[config.mk]
export PLATFORM = sky130hd
export DESIGN_NAME = alu_op_sequencer_flat
export DESIGN_NICKNAME = d
export VERILOG_FILES = /design/src/rtl/alu_pkg.sv /design/src/rtl/alu_op_sequencer_if.sv /design/src/rtl/alu_sel_decode.sv /design/src/rtl/alu_op_sequencer.sv /design/src/flat_wrapper.sv
export SDC_FILE = /design/constraint.sdc
export NUM_CORES = 1
export LEC_CHECK = 0
export CORE_MARGIN = 5
export CORE_UTILIZATION = 44
export DETAILED_ROUTE_END_ITERATION = 10
export MAX_ROUTING_LAYER = met4
export PLACE_DENSITY = 0.85
export SYNTH_ARGS = -nofsm -noshare
export SYNTH_HDL_FRONTEND = slang
export SYNTH_SLANG_ARGS = --single-unit
[constraint.sdc]
create_clock -name clk -period 3 [get_ports clk]
set_input_delay 0.45 -clock clk [delete_from_list [all_inputs] [get_ports clk]]
set_output_delay 0.45 -clock clk [all_outputs]
set_load 0.1 [all_outputs]
[src/rtl/alu_pkg.sv]
// Shared constants and types for the ALU command sequencer and its select decoder.
package alu_pkg;

  localparam int ALU_WIDTH   = 8;
  localparam int ALU_OPW     = 3;
  localparam int ALU_NUM_OPS = 6;

  localparam int OP_AND = 0;
  localparam int OP_OR  = 1;
  localparam int OP_XOR = 2;
  localparam int OP_NOT = 3;
  localparam int OP_ADD = 4;
  localparam int OP_SUB = 5;

  typedef enum logic [1:0] {
    ST_IDLE  = 2'd0,
    ST_DRIVE = 2'd1,
    ST_RESP  = 2'd2
  } state_t;

  // Only the add/sub unit produces a meaningful carry/borrow.
  function automatic logic op_has_carry(input int op);
    return (op == OP_ADD) || (op == OP_SUB);
  endfunction

endpackage

[src/rtl/alu_op_sequencer_if.sv]
// Command, response and ALU-unit buses of the sequencer; slave is the sequencer side.
interface alu_op_sequencer_if
  import alu_pkg::*;
#(
  parameter int WIDTH   = ALU_WIDTH,
  parameter int OPW     = ALU_OPW,
  parameter int NUM_OPS = ALU_NUM_OPS
);
  logic               cmd_valid;
  logic               cmd_ready;
  logic [OPW-1:0]     cmd_op;
  logic [WIDTH-1:0]   cmd_a;
  logic [WIDTH-1:0]   cmd_b;
  logic [WIDTH-1:0]   operand1;
  logic [WIDTH-1:0]   operand2;
  logic [NUM_OPS-1:0] select;
  logic [WIDTH-1:0]   unit_result;
  logic               unit_carry;
  logic               rsp_valid;
  logic               rsp_ready;
  logic [WIDTH-1:0]   rsp_result;
  logic               rsp_zero;
  logic               rsp_carry;
  logic               rsp_err;

  modport slave (
    input  cmd_valid, cmd_op, cmd_a, cmd_b, unit_result, unit_carry, rsp_ready,
    output cmd_ready, operand1, operand2, select, rsp_valid, rsp_result, rsp_zero,
           rsp_carry, rsp_err
  );

  modport master (
    output cmd_valid, cmd_op, cmd_a, cmd_b, unit_result, unit_carry, rsp_ready,
    input  cmd_ready, operand1, operand2, select, rsp_valid, rsp_result, rsp_zero,
           rsp_carry, rsp_err
  );
endinterface

[src/rtl/alu_sel_decode.sv]
// Opcode to one-hot unit select; select stays all-zero when disabled or the opcode is unimplemented.
module alu_sel_decode #(
  parameter int OPW     = 3,
  parameter int NUM_OPS = 6
) (
  input  logic               en,
  input  logic [OPW-1:0]     op,
  output logic [NUM_OPS-1:0] select,
  output logic               illegal
);

  always_comb begin
    illegal = (32'(op) >= NUM_OPS);
    select  = '0;
    for (int i = 0; i < NUM_OPS; i++) begin
      select[i] = en && (op == OPW'(i));
    end
  end

endmodule

[src/rtl/alu_op_sequencer.sv]
// Issues one ALU operation at a time: drives operands/select for a settle window,
// captures the OR-combined unit result with flags and returns it on the response channel.
module alu_op_sequencer
  import alu_pkg::*;
#(
  parameter int WIDTH         = ALU_WIDTH,
  parameter int OPW           = ALU_OPW,
  parameter int NUM_OPS       = ALU_NUM_OPS,
  parameter int SETTLE_CYCLES = 1
) (
  input logic               clk,
  input logic               rst_n,
  alu_op_sequencer_if.slave bus
);

  localparam int             CW   = $clog2(SETTLE_CYCLES + 1);
  localparam logic [CW-1:0]  LAST = CW'(SETTLE_CYCLES - 1);

  state_t               state, state_nxt;
  logic [OPW-1:0]       op_q;
  logic [WIDTH-1:0]     a_q, b_q;
  logic [CW-1:0]        cnt;
  logic [WIDTH-1:0]     result_q;
  logic                 zero_q, carry_q, err_q;

  logic                 accept, capture;
  logic                 dec_en, dec_illegal;
  logic [OPW-1:0]       dec_op;
  logic [NUM_OPS-1:0]   dec_sel;

  // In IDLE the decoder classifies the offered opcode; in DRIVE it decodes the latched one.
  assign dec_en = (state == ST_DRIVE);
  assign dec_op = (state == ST_IDLE) ? bus.cmd_op : op_q;

  alu_sel_decode #(.OPW(OPW), .NUM_OPS(NUM_OPS)) u_sel_decode (
    .en      (dec_en),
    .op      (dec_op),
    .select  (dec_sel),
    .illegal (dec_illegal)
  );

  // Outputs toward the units are gated by state so async reset clears them at once.
  assign bus.select     = dec_sel;
  assign bus.operand1   = dec_en ? a_q : '0;
  assign bus.operand2   = dec_en ? b_q : '0;
  assign bus.rsp_result = result_q;
  assign bus.rsp_zero   = zero_q;
  assign bus.rsp_carry  = carry_q;
  assign bus.rsp_err    = err_q;

  always_ff @(posedge clk or negedge rst_n) begin
    if (!rst_n) state <= ST_IDLE;
    else        state <= state_nxt;
  end

  always_comb begin
    state_nxt     = state;
    bus.cmd_ready = 1'b0;
    bus.rsp_valid = 1'b0;
    accept        = 1'b0;
    capture       = 1'b0;
    unique case (state)
      ST_IDLE: begin
        bus.cmd_ready = 1'b1;
        if (bus.cmd_valid) begin
          accept    = 1'b1;
          state_nxt = dec_illegal ? ST_RESP : ST_DRIVE;
        end
      end
      ST_DRIVE: begin
        if (cnt == LAST) begin
          capture   = 1'b1;
          state_nxt = ST_RESP;
        end
      end
      ST_RESP: begin
        bus.rsp_valid = 1'b1;
        if (bus.rsp_ready) state_nxt = ST_IDLE;
      end
      default: state_nxt = ST_IDLE;
    endcase
  end

  always_ff @(posedge clk or negedge rst_n) begin
    if (!rst_n) begin
      op_q     <= '0;
      a_q      <= '0;
      b_q      <= '0;
      cnt      <= '0;
      result_q <= '0;
      zero_q   <= 1'b0;
      carry_q  <= 1'b0;
      err_q    <= 1'b0;
    end else begin
      if (accept) begin
        op_q <= bus.cmd_op;
        a_q  <= bus.cmd_a;
        b_q  <= bus.cmd_b;
        cnt  <= '0;
        if (dec_illegal) begin
          result_q <= '0;
          zero_q   <= 1'b0;
          carry_q  <= 1'b0;
          err_q    <= 1'b1;
        end
      end
      if (dec_en && !capture) cnt <= cnt + 1'b1;
      if (capture) begin
        result_q <= bus.unit_result;
        zero_q   <= (bus.unit_result == '0);
        carry_q  <= op_has_carry(int'(op_q)) & bus.unit_carry;
        err_q    <= 1'b0;
      end
    end
  end

endmodule

[src/flat_wrapper.sv]
// flat-port wrapper written by rule: the top's interface ports become plain ports
module alu_op_sequencer_flat import alu_pkg::*;
#(
  parameter int WIDTH         = ALU_WIDTH,
  parameter int OPW           = ALU_OPW,
  parameter int NUM_OPS       = ALU_NUM_OPS,
  parameter int SETTLE_CYCLES = 1
)
  (clk, rst_n, bus_cmd_valid, bus_cmd_op, bus_cmd_a, bus_cmd_b, bus_unit_result, bus_unit_carry, bus_rsp_ready, bus_cmd_ready, bus_operand1, bus_operand2, bus_select, bus_rsp_valid, bus_rsp_result, bus_rsp_zero, bus_rsp_carry, bus_rsp_err);
  alu_op_sequencer_if #(.WIDTH(WIDTH), .OPW(OPW), .NUM_OPS(NUM_OPS)) bus_i ();
  input logic clk;
  input logic rst_n;
  input wire logic [$bits(bus_i.cmd_valid)-1:0] bus_cmd_valid;
  input wire logic [$bits(bus_i.cmd_op)-1:0] bus_cmd_op;
  input wire logic [$bits(bus_i.cmd_a)-1:0] bus_cmd_a;
  input wire logic [$bits(bus_i.cmd_b)-1:0] bus_cmd_b;
  input wire logic [$bits(bus_i.unit_result)-1:0] bus_unit_result;
  input wire logic [$bits(bus_i.unit_carry)-1:0] bus_unit_carry;
  input wire logic [$bits(bus_i.rsp_ready)-1:0] bus_rsp_ready;
  output wire logic [$bits(bus_i.cmd_ready)-1:0] bus_cmd_ready;
  output wire logic [$bits(bus_i.operand1)-1:0] bus_operand1;
  output wire logic [$bits(bus_i.operand2)-1:0] bus_operand2;
  output wire logic [$bits(bus_i.select)-1:0] bus_select;
  output wire logic [$bits(bus_i.rsp_valid)-1:0] bus_rsp_valid;
  output wire logic [$bits(bus_i.rsp_result)-1:0] bus_rsp_result;
  output wire logic [$bits(bus_i.rsp_zero)-1:0] bus_rsp_zero;
  output wire logic [$bits(bus_i.rsp_carry)-1:0] bus_rsp_carry;
  output wire logic [$bits(bus_i.rsp_err)-1:0] bus_rsp_err;
  assign bus_i.cmd_valid = bus_cmd_valid;
  assign bus_i.cmd_op = bus_cmd_op;
  assign bus_i.cmd_a = bus_cmd_a;
  assign bus_i.cmd_b = bus_cmd_b;
  assign bus_i.unit_result = bus_unit_result;
  assign bus_i.unit_carry = bus_unit_carry;
  assign bus_i.rsp_ready = bus_rsp_ready;
  assign bus_cmd_ready = bus_i.cmd_ready;
  assign bus_operand1 = bus_i.operand1;
  assign bus_operand2 = bus_i.operand2;
  assign bus_select = bus_i.select;
  assign bus_rsp_valid = bus_i.rsp_valid;
  assign bus_rsp_result = bus_i.rsp_result;
  assign bus_rsp_zero = bus_i.rsp_zero;
  assign bus_rsp_carry = bus_i.rsp_carry;
  assign bus_rsp_err = bus_i.rsp_err;
  alu_op_sequencer #(.WIDTH(WIDTH), .OPW(OPW), .NUM_OPS(NUM_OPS), .SETTLE_CYCLES(SETTLE_CYCLES)) u_core (.clk(clk), .rst_n(rst_n), .bus(bus_i));
endmodule
# --- After elaboration in Yosys (flattened, before gate mapping) ---
# Index checks and enable logic that the tools add are counted.
op_classes:
  n_eq_ne: 12
  addsub: 1
  bitwise_logic: 1
  magnitude_cmp: 1
  reduce_logical: 17
  muxes: 26
op_table:
  columns: ["operator", "n"]
  rows:
  - ["$mux 8", 5]
  - ["$mux 1", 15]
  - ["$eq 3x3->1 const B", 4]
  - ["$logic_not 8->1", 1]
  - ["$mux 2", 4]
  - ["$logic_and 1x1->1", 7]
  - ["$eq 3x2->1 const B", 2]
  - ["$ne 2x2->1 const B", 3]
  - ["$pmux 2 s3", 1]
  - ["$reduce_bool 2->1", 3]
  - ["$eq 3x1->1 const B", 1]
  - ["$ge 3x3->1 const B", 1]
  - ["$logic_not 3->1", 1]
  - ["$mux 3", 1]
  - ["$reduce_and 3->1", 1]
  - ["$eq 2x1->1 const B", 1]
  - ["$eq 2x2->1 const B", 1]
  - ["$logic_not 2->1", 1]
  - ["$reduce_and 2->1", 1]
  - ["$add 1x1->1 const B", 1]
  - ["$and 1x1->1", 1]
  - ["$logic_not 1->1", 1]
  - ["$logic_or 1x1->1", 1]
totals:
  output_inout_bits: 35
  in_bits: 32
  wordCells: 67
  reg_bits: 33

# --- Longest topological paths before layout ---
depth:
  depth_word: 6
  depth_mapped: 5
  depth_no_buf: 3

# --- Hierarchy ---
# Synthesis repeated with hierarchy kept, for this count alone.
hier_totals:
  hier_cells: 112
  area_unflattened_um2: 1536.5
by_module_without_submodules:
  columns: ["mod", "seq_area_each_um2", "area_per_inst_um2", "n_inst", "cells_each"]
  rows:
  - ["alu_op_sequencer", 825.8, 1455.1, 1, 105]
  - ["alu_sel_decode", 0.0, 81.3, 1, 7]

# --- Worst setup path after synthesis ---
# Ideal clock, no wire load.
synth_timing:
  path_kind: "flip-flop to output port"
  startpoint: "reg u_core.state[1]"
  endpoint: "out bus_select[1]"
  required_time_ps: 2550
  slack_ps: -1258
  stages_incl_launch_ff: 4
  arrival_time_ps: 3808
  n_path_buf: 1
  path_cell_list: "dfrtp_1 > buf_2 > nand2b_1 > nor4b_1"
synth_between:
  elab_chain_len: 4
  elab_cells_between_ends: 5
  classes_between: "eq/ne (2); mux (1); reduce/logical (2)"
synth_rtl:
  columns: ["element", "line_no", "rtl"]
  rows:
  - ["start, declared", "alu_op_sequencer.sv:19", "state_t state, state_nxt;"]
  - ["start signal, assigned", "alu_op_sequencer.sv:53", "else state <= state_nxt;"]
  - ["$logic_not 2->1", "alu_op_sequencer.sv:33", "assign dec_op = (state == ST_IDLE) ? bus.cmd_op : op_q;"]
  - ["$mux 3", "alu_op_sequencer.sv:33", null]
  - ["$eq 3x1->1", "alu_sel_decode.sv:16", "select[i] = en && (op == OPW'(i));"]
  - ["$logic_and 1x1->1 (*)", "alu_sel_decode.sv:16", null]
  - ["end, declared", "flat_wrapper.sv:23", "output wire logic [$bits(bus_i.select)-1:0] bus_select;"]
# Mark *: on every way between the ends. The rest lies on a longest branch, timed or not.

# --- Final worst setup path ---
layout_timing:
  startpoint: "reg u_core.state[1]"
  endpoint: "out bus_select[3]"
layout_between:
  elab_chain_len: 4
  elab_cells_between_ends: 5
  classes_between: "eq/ne (2); mux (1); reduce/logical (2)"
layout_rtl:
  columns: ["element", "line_no"]
  rows:
  - ["$logic_not 2->1", "alu_op_sequencer.sv:33"]
  - ["$mux 3", "alu_op_sequencer.sv:33"]
  - ["$eq 3x2->1", "alu_sel_decode.sv:16"]
  - ["$logic_and 1x1->1 (*)", "alu_sel_decode.sv:16"]
# Marks and branches as above.

==> results.json <==
{
  "status": "finished clean",
  "comb_power_share": 0.594,
  "ys.warnings.count": 0,
  "layoutNonFillerInstCount": 228,
  "layout.filler_cells": 261,
  "pwr_density_cell_mw_per_mm2": 1150,
  "synth_sequential_area_ratio": 0.571,
  "buffer_ports.inserted": 66,
  "ctsLongestPathBuffers": 2,
  "drt-total-wl_um": 3590,
  "final_layout_size_suffix_gt1_frac": 0.364,
  "worst-path-max-fanout": 19,
  "via_density_per_instance": 5.09,
  "postcts_resize_cnt": 0,
  "h-tree-depth": 2,
  "post-place-cells": 220,
  "top_level_ports": 67,
  "drc_errors": 0,
  "yosys-top-cells-count": "sky130_fd_sc_hd__dfrtp_1 (33), sky130_fd_sc_hd__mux2_2 (18), sky130_fd_sc_hd__and2_1 (16), sky130_fd_sc_hd__a22o_1 (8), sky130_fd_sc_hd__nor2_1 (5)",
  "ys_seq_elements": 33,
  "routed-via-count": 1161,
  "numCtsBuffers": 5,
  "power.ir.vdd_worst_v": 0.000511,
  "clockPowerShare": 0.094,
  "timing.clock.skew_ps": 6.79,
  "start_util": 0.466,
  "switching_power_uw": 1340,
  "synth_area_leader_cell": "sky130_fd_sc_hd__dfrtp_1",
  "power_switching_share": 0.544,
  "finalCritPeriodShare": 0.765,
  "clock_sink_count": 33,
  "synthDistinctLibCells": 25,
  "timing.max_cap.violations": 0,
  "synth_top_area_share": 0.571,
  "mappedNetlistArea_mm2": 0.00145,
  "die_w_um": 67.3,
  "core-area_mm2": 0.00310,
  "ys_dominant_reg_cell": "sky130_fd_sc_hd__dfrtp_1",
  "via_count_of_the_first_global_routing_pass": 1213,
  "worst_margin_pin_slew_ps": 795,
  "grt_antenna_before_repair": 0,
  "power_leakage_uw": 0.000973,
  "postLayoutCoreUtil": 0.688,
  "nets": 215,
  "seqPwrFrac": 0.313,
  "critical_path.endpoint_type": "primary output",
  "worst_slew_margin_rel": 0.468,
  "area_delta_synth_final_pct": 47.5,
  "route.met3.wl_um": 173,
  "antenna_diode_instance_count": 0,
  "first_pass_grt_wire_length_um": 5870,
  "route.met2.wl_um": 1960,
  "hp-class": "reg2reg",
  "die-area_mm2": 0.00453,
  "setup_viol": 0,
  "grt.total_usage": 0.185,
  "setup.worst_path.start_class": "register",
  "count_of_flip_flops_with_a_built_in_enable_after_synthesis": 0,
  "syn_nets": 145,
  "fmax_ghz": 0.436,
  "gp_congestion": 0.847,
  "drt.antenna.violating_nets": 0,
  "report.final.hold_viol_count": 0,
  "drt_pre_antenna_iters": 4,
  "worst-setup-path-type": "reg2out",
  "rsz0062_at_grt": "false",
  "critPathArrivalTime_ps": 1840,
  "timing.final.crit_period_ps": 2290,
  "grt_max_degree": 34,
  "met1_length_um": 1400,
  "synth_async_sr_flop_share": 1.00,
  "internal_power_uw": 1120,
  "worst_ep_required_time_ps": 2550,
  "clk-insertion-delay-late_ps": 330,
  "overflow": 0,
  "floorplan.rows": 20,
  "1st_iter_drt_viols": 83,
  "leading_cell_type_by_number_of_instances_after_synthesis": "sky130_fd_sc_hd__dfrtp_1",
  "die_height_um": 67.3,
  "setup_total_negative_slack_ps": 0,
  "routedWlPerCell_um": 15.8,
  "cts_setup_buffers": 0,
  "syn-instance-count": 113,
  "cts_tree": "done",
  "syn_area_per_cell_um2": 12.8,
  "post_synth_main_area_contributors": "sky130_fd_sc_hd__dfrtp_1 (57%), sky130_fd_sc_hd__mux2_2 (14%), sky130_fd_sc_hd__and2_1 (6.9%)",
  "topRoutingLayerUsed": "met4",
  "cts.clk_slew.worst_paths_ps": 90,
  "clockRootBuffer": "sky130_fd_sc_hd__clkbuf_4",
  "post_cts_hold_buffer_count": 0,
  "hpwlAfterDp_um": 2800,
  "final-max-slew-violation-count": 0
}
## per-layer routing
metal / up-vias / global-route usage
li1: 544 / -
met1: 582 / 0.218
met2: 30 / 0.293
met3: 5 / 0.0383
met4: 0 / 0.106
met5: - / -
## through the flow
| step | instance area [um^2] | power, uW | setup slack (ps) | hold slack [ps] |
|---|---|---|---|---|
| after floorplan | 1470 | 1920 | 104 | 154 |
| after global routing | 2130 | 2580 | 538 | 516 |
| final | 2130 | 2460 | 706 | 489 |
| after detailed placement | 2080 | 2250 | 1040 | 475 |
| after global placement | 2080 | 2210 | 1080 | 462 |
| after CTS | 2130 | 2480 | 656 | 497 |
## kinds of logic (layout without fill, tap and decap cells)
family                 count (synthesis)  after routing  share of synthesized area
AOI/OAI and AO/OA                     14             14                     0.0822
buffers and inverters                  6             77                     0.0233
DFF                                   33             33                      0.571
muxes                                 19             19                      0.148
and+or+nand+nor                       41             41                      0.176
## power groups by stage
stage	clock [uW]	combinational (uW)	sequential (uW)
after global placement	0	1450	762
after CTS	243	1470	770
after floorplan	0	778	1140
final	230	1460	769
after detailed placement	0	1470	777
after global routing	267	1510	799
## critical path, stage by stage (launching register included)
cell and delay [ps]:
sky130_fd_sc_hd__dfrtp_1 460, sky130_fd_sc_hd__and2b_1 500, sky130_fd_sc_hd__and4b_1 260, sky130_fd_sc_hd__buf_4 290
## cell type report
class / instances / area [um^2] / share of cell area
Multi-Input combinational cell: 74 / 606 / 0.284
Clock buffer: 6 / 41.3 / 0.0194
Clock inverter: 2 / 10.0 / 0.00469
Tap cell: 44 / 55.1 / 0.0258
Timing Repair Buffer: 69 / 596 / 0.279
Sequential cell: 33 / 826 / 0.387
## path summary, 6_finish.rpt
path / cells past startpoint / slack (ps) / start / end
worst max register to register: 3 / 1440 / u_core.state[0] / u_core.bus.rsp_zero
worst min-delay path: 1 / 490 / u_core.b_q[3] / u_core.b_q[3]
worst max-delay path: 3 / 710 / u_core.state[1] / bus_select[3]
worst min register to register: 1 / 490 / u_core.b_q[3] / u_core.b_q[3]
min in group asynchronous: 2 / 510 / rst_n / u_core.bus.rsp_result[5]
max in group asynchronous: 2 / 2200 / rst_n / u_core.bus.rsp_result[2]
## registers in the layout (all words and copies together) (netlist names)
register and flops:
u_core.cnt 1, u_core.b_q 8, u_core.bus.rsp_carry 1, u_core.bus.rsp_zero 1, u_core.bus.rsp_result 8, u_core.bus.rsp_err 1
u_core.a_q 8, u_core.state 2, u_core.op_q 3
## cells in the final DEF (no fill, tap or decap), types with 2 or more instances in the layout
| cell type | synthesis | layout |
|---|---|---|
| sky130_fd_sc_hd__buf_4 | 2 | 38 |
| sky130_fd_sc_hd__dfrtp_1 | 33 | 33 |
| sky130_fd_sc_hd__clkdlybuf4s50_1 | 0 | 31 |
| sky130_fd_sc_hd__mux2_2 | 18 | 18 |
| sky130_fd_sc_hd__and2_1 | 16 | 16 |
| sky130_fd_sc_hd__a22o_1 | 8 | 8 |
| sky130_fd_sc_hd__nor2_1 | 5 | 5 |
| sky130_fd_sc_hd__clkbuf_4 | 0 | 5 |
| sky130_fd_sc_hd__nand2_1 | 4 | 4 |
| sky130_fd_sc_hd__nor2b_1 | 3 | 3 |
| sky130_fd_sc_hd__nand2b_1 | 2 | 2 |
| sky130_fd_sc_hd__nor4b_2 | 0 | 2 |
| sky130_fd_sc_hd__nor4_1 | 3 | 2 |
| sky130_fd_sc_hd__a32o_1 | 2 | 2 |
| sky130_fd_sc_hd__clkinv_2 | 0 | 2 |
No activity file was read; power rests on OpenSTA's default activity.
